[config.mk]
export PLATFORM = sky130hd
export DESIGN_NAME = par_chk_rx
export DESIGN_NICKNAME = d
export VERILOG_FILES = /design/src/rtl/par_chk_rx.sv
export SDC_FILE = /design/constraint.sdc
export NUM_CORES = 1
export LEC_CHECK = 0
export ABC_AREA = 1
export ABC_CLOCK_PERIOD_IN_PS = 1500
export BUFFER_PORTS_ARGS = -buffer_cell sky130_fd_sc_hd__buf_2
export CORE_ASPECT_RATIO = 1.25
export CORE_MARGIN = 2
export CORE_UTILIZATION = 52
export DETAILED_ROUTE_END_ITERATION = 10
export GPL_TIMING_DRIVEN = 1
export PLACE_DENSITY = 0.77
export SLEW_MARGIN = 10
export SYNTH_ARGS = -nofsm -noshare
export SYNTH_HDL_FRONTEND = slang
export SYNTH_SLANG_ARGS = --single-unit
[constraint.sdc]
create_clock -name clk -period 1.5 [get_ports clk]
set_input_delay 0.3 -clock clk [delete_from_list [all_inputs] [get_ports clk]]
set_output_delay 0.3 -clock clk [all_outputs]
set_load 0.05 [all_outputs]
[src/rtl/par_chk_rx.sv]
// Bit-serial parity checker: collects DATA_W data bits (LSB first) plus one parity bit,
// then presents the word and a parity-error flag on a valid/ready output. Macro: PAR_CHK_ERRCNT_EN.
module par_chk_rx #(
    parameter int DATA_W     = 8,
    parameter bit PARITY_ODD = 1'b0
) (
    input  logic              clk,
    input  logic              rst,
    input  logic              in_bit,
    input  logic              in_valid,
    output logic              in_ready,
    output logic [DATA_W-1:0] out_data,
    output logic              out_perr,
    output logic              out_valid,
    input  logic              out_ready,
    output logic [7:0]        err_cnt
);

    localparam int CNT_W = $clog2(DATA_W + 1);
    localparam logic [CNT_W-1:0]  LAST_IDX = CNT_W'(DATA_W);
    localparam logic [DATA_W-1:0] ONE      = DATA_W'(1);

    // Handshakes: a transfer happens on a rising edge where valid & ready are both 1;
    // valid never waits on ready, and the payload is held stable while valid is high.
    typedef enum logic {
        S_COLLECT = 1'b0,
        S_HOLD    = 1'b1
    } state_t;

    state_t              state_q, state_d;
    logic [CNT_W-1:0]    cnt_q, cnt_d;
    logic                par_q, par_d;
    logic [DATA_W-1:0]   shift_q, shift_d;
    logic [DATA_W-1:0]   data_q, data_d;
    logic                perr_q, perr_d;
    logic                bit_acc;
    logic                frame_done;

    assign in_ready  = (state_q == S_COLLECT);
    assign out_valid = (state_q == S_HOLD);
    assign out_data  = data_q;
    assign out_perr  = perr_q;
    assign bit_acc   = in_valid && (state_q == S_COLLECT);

    always_comb begin
        state_d    = state_q;
        cnt_d      = cnt_q;
        par_d      = par_q;
        shift_d    = shift_q;
        data_d     = data_q;
        perr_d     = perr_q;
        frame_done = 1'b0;
        case (state_q)
            S_COLLECT: begin
                if (bit_acc) begin
                    if (cnt_q == LAST_IDX) begin
                        data_d     = shift_q;
                        perr_d     = par_q ^ in_bit ^ PARITY_ODD;
                        cnt_d      = '0;
                        par_d      = 1'b0;
                        frame_done = 1'b1;
                        state_d    = S_HOLD;
                    end else begin
                        // Overwrite one slot so stale bits from the previous frame never leak in
                        shift_d = (shift_q & ~(ONE << cnt_q)) | (DATA_W'(in_bit) << cnt_q);
                        par_d   = par_q ^ in_bit;
                        cnt_d   = cnt_q + 1'b1;
                    end
                end
            end
            S_HOLD: begin
                if (out_ready) begin
                    state_d = S_COLLECT;
                end
            end
            default: state_d = S_COLLECT;
        endcase
    end

    always_ff @(posedge clk) begin
        if (rst) begin
            state_q <= S_COLLECT;
            cnt_q   <= '0;
            par_q   <= 1'b0;
            shift_q <= '0;
            data_q  <= '0;
            perr_q  <= 1'b0;
        end else begin
            state_q <= state_d;
            cnt_q   <= cnt_d;
            par_q   <= par_d;
            shift_q <= shift_d;
            data_q  <= data_d;
            perr_q  <= perr_d;
        end
    end

`ifdef PAR_CHK_ERRCNT_EN
    logic [7:0] errc_q, errc_d;

    always_comb begin
        errc_d = errc_q;
        if (frame_done && perr_d && (errc_q != 8'hFF)) begin
            errc_d = errc_q + 8'd1;
        end
    end

    always_ff @(posedge clk) begin
        if (rst) begin
            errc_q <= 8'h00;
        end else begin
            errc_q <= errc_d;
        end
    end

    assign err_cnt = errc_q;
`else
    logic unused_frame_done;
    assign unused_frame_done = frame_done;
    assign err_cnt           = 8'h00;
`endif

endmodule

==> metrics.txt <==
outcome completed; drt drc 0; area growth from synthesis to layout 9.660%; antenna viol nets, final 0; Synth top area share 40.40%; Peak Freq 0.7247 GHz; CP arrival 1.63 ns; power density cells 849.5 nW/µm²; max cap viols 0; deepest clock path buffer count 2; full die area 2585 µm²; Unique masters post-synth 21; clock-pin slew on the worst setup and hold paths 0.12 ns; CP Capture Type flip-flop; required time of the critical path 1.75 ns; Synth area leader dfxtp_1; fin crit share 91.99%; Pre-Repair DR Iteration Count 5; final hold vios 0; FFs w/ async S/R, synth 0%; Core Region 2027 µm²; leading cell types by count after synthesis 28 x nor2_1, 27 x nand2_1, 23 x dfxtp_1; total grt overflow 0; gp weighted congestion 0.9390; Total GRT Usage 18.75%; routed vias 995; cell area after synthesis 1140 µm²; worst min path class in2reg; Clock Skews 0.003170 ns; Yosys reg bits 23; cell family with most CP delay flip-flops; Filler cells 191; first-pass GRT wire length 3746 µm; static leakage 0.6081 nW; top-count cell post-synth nor2_1; port bufs 15; drt via density 5.182; Max IR drop VDD 0.6391 mV; register area share after synthesis 40.40%; Syn Area/Cell 7.499 µm²; max incr delay on CP 0.38 ns; clock sink total 23; most common flop cell mapped by yosys dfxtp_1; cell row count 18; final wirelength 2254 µm; Post-synth EDFFs 0; number of buffers and inverters on the critical path 2; max-slew violations 0; io pins 24; CP startpoint cnt_q[0]$_SDFFE_PP0P_; largest net degree at the start of global routing 13; ANT cells 0; Final Setup Violations 0; worst path cell trace inv_2 > ha_2 > nand3_4 > nor2_4 > buf_4 > o21ai_1 > nor2_1; CTS tree done; Clock Latency Late Sink 0.30 ns; starting DRC count in detailed routing 26; WL/cell 11.74 µm; worst r2r src cnt_q[0]$_SDFFE_PP0P_; Die X 45.88 µm; Min Clock Period, post-route 1.380 ns; root buffer cell clkbuf_4; Final Power 1.062 mW; leading post-synthesis cells by cell area dfxtp_1 40%, nor2_1 9.2%, nand2_1 8.9%; vias in the first global route 890; Post-Syn Instances 152; Hold-fix buffers, CTS 0; H-Tree Depth 1; DP HPWL 1731 µm; crit-path max FO 6; min-delay src out_ready; Total Neg Setup Slack 0 ns; share of post-route cells with drive strength above 1 20.35%; RSZ-0062 raised after global routing false; TritonCTS Buffers 3; die height 56.35 µm; slowest CP cell dfxtp_1; Initial Utilization 56.23%; count of warnings emitted by yosys 0; initial antenna violation count 0; Final nets 184; Worst setup SP type flip-flop; critical path class reg2reg
## kinds of logic (layout without fill, tap and decap cells)
family,Yosys count,count (layout),share of synthesized area [%]
fa+ha+maj,6,6,6.586
other cells,1,8,0.3290
buf+inv,25,38,12.73
flops,23,23,40.40
simple gates,70,70,27.44
xor+xnor,1,1,0.7685
compound gates,26,26,11.75
## metrics by stage
stage | hold WS, ns | worst slack (ns) | util, % | cell area (µm²) | instances
floorplan | 0.3691 | 0.1834 | - | 1167 | 159
global placement | 0.4607 | 0.1317 | 59.14 | 1199 | 185
detailed placement | 0.4651 | 0.04188 | 59.14 | 1199 | 185
CTS | 0.2852 | 0.01648 | 60.43 | 1225 | 189
global route | 0.3167 | 0.04308 | 61.67 | 1250 | 192
finish | 0.2798 | 0.1201 | 61.67 | 1250 | 192
## layer usage
| layer | up-vias | wire (µm) | GRT usage, % |
|---|---|---|---|
| met5 | - | 0 | 0 |
| met4 | 0 | 14 | 4.898 |
| met3 | 2 | 98 | 1.929 |
| met2 | 25 | 1167 | 31.94 |
| met1 | 463 | 973 | 24.16 |
| li1 | 505 | - | - |
## cell type report
class	instances	area, µm²	share of cell area (%)
Clock buffer	4	26.28	2.102
Timing Repair Buffer	21	120.1	9.610
Sequential cell	23	461.7	36.94
Inverter	13	53.80	4.304
Tap cell	20	25.02	2.002
Multi-Input combinational cell	111	563.0	45.05
## state kept, by name, indices dropped and copies added, names as in the netlist
signal / count
shift_q: 8
out_data: 8
cnt_q: 4
out_perr: 1
out_valid: 1
par_q: 1
## worst paths after layout
| path | depth (start not counted) | slack [ns] | to |
|---|---|---|---|
| worst max-delay path | 7 | 0.12 | out_data[7]$_SDFFE_PP0P_ |
| worst min register to register | 2 | 0.48 | shift_q[7]$_SDFFE_PP0P_ |
| worst min-delay path | 4 | 0.28 | out_valid$_SDFF_PP0_ |
| worst max register to register | 7 | 0.12 | out_data[7]$_SDFFE_PP0P_ |
## cell usage in the layout, fill, tap and decap left out, types with 5 or more instances in the layout
master / netlist / final
a21oi_1: 12 / 12
buf_2: 0 / 15
buf_4: 8 / 6
conb_1: 1 / 8
dfxtp_1: 23 / 22
ha_1: 6 / 5
inv_1: 10 / 9
nand2_1: 27 / 27
nand3_1: 11 / 11
nor2_1: 28 / 28
o21ai_0: 7 / 7
o21ai_1: 6 / 6
## where the power goes
| group | internal [mW] | total (mW) | switching (mW) | leakage (nW) |
|---|---|---|---|---|
| registers | 0.623 | 0.633 | 0.00967 | 0.187 |
| clock network | 0.103 | 0.279 | 0.175 | 0.0150 |
| logic | 0.0365 | 0.150 | 0.114 | 0.406 |
## worst register-to-register path: stages, from the launching register on
cell and delay (ns):
dfxtp_1 0.38, inv_2 0.11, ha_2 0.23, nand3_4 0.09, nor2_4 0.18, buf_4 0.17
o21ai_1 0.06, nor2_1 0.10
## repair_timing
item                                    in CTS  in global routing
endpoints found under the setup margin       0                 10
resized for setup                            0                  2
setup buffers                                0                  3
(Power assumes the default switching activity.)
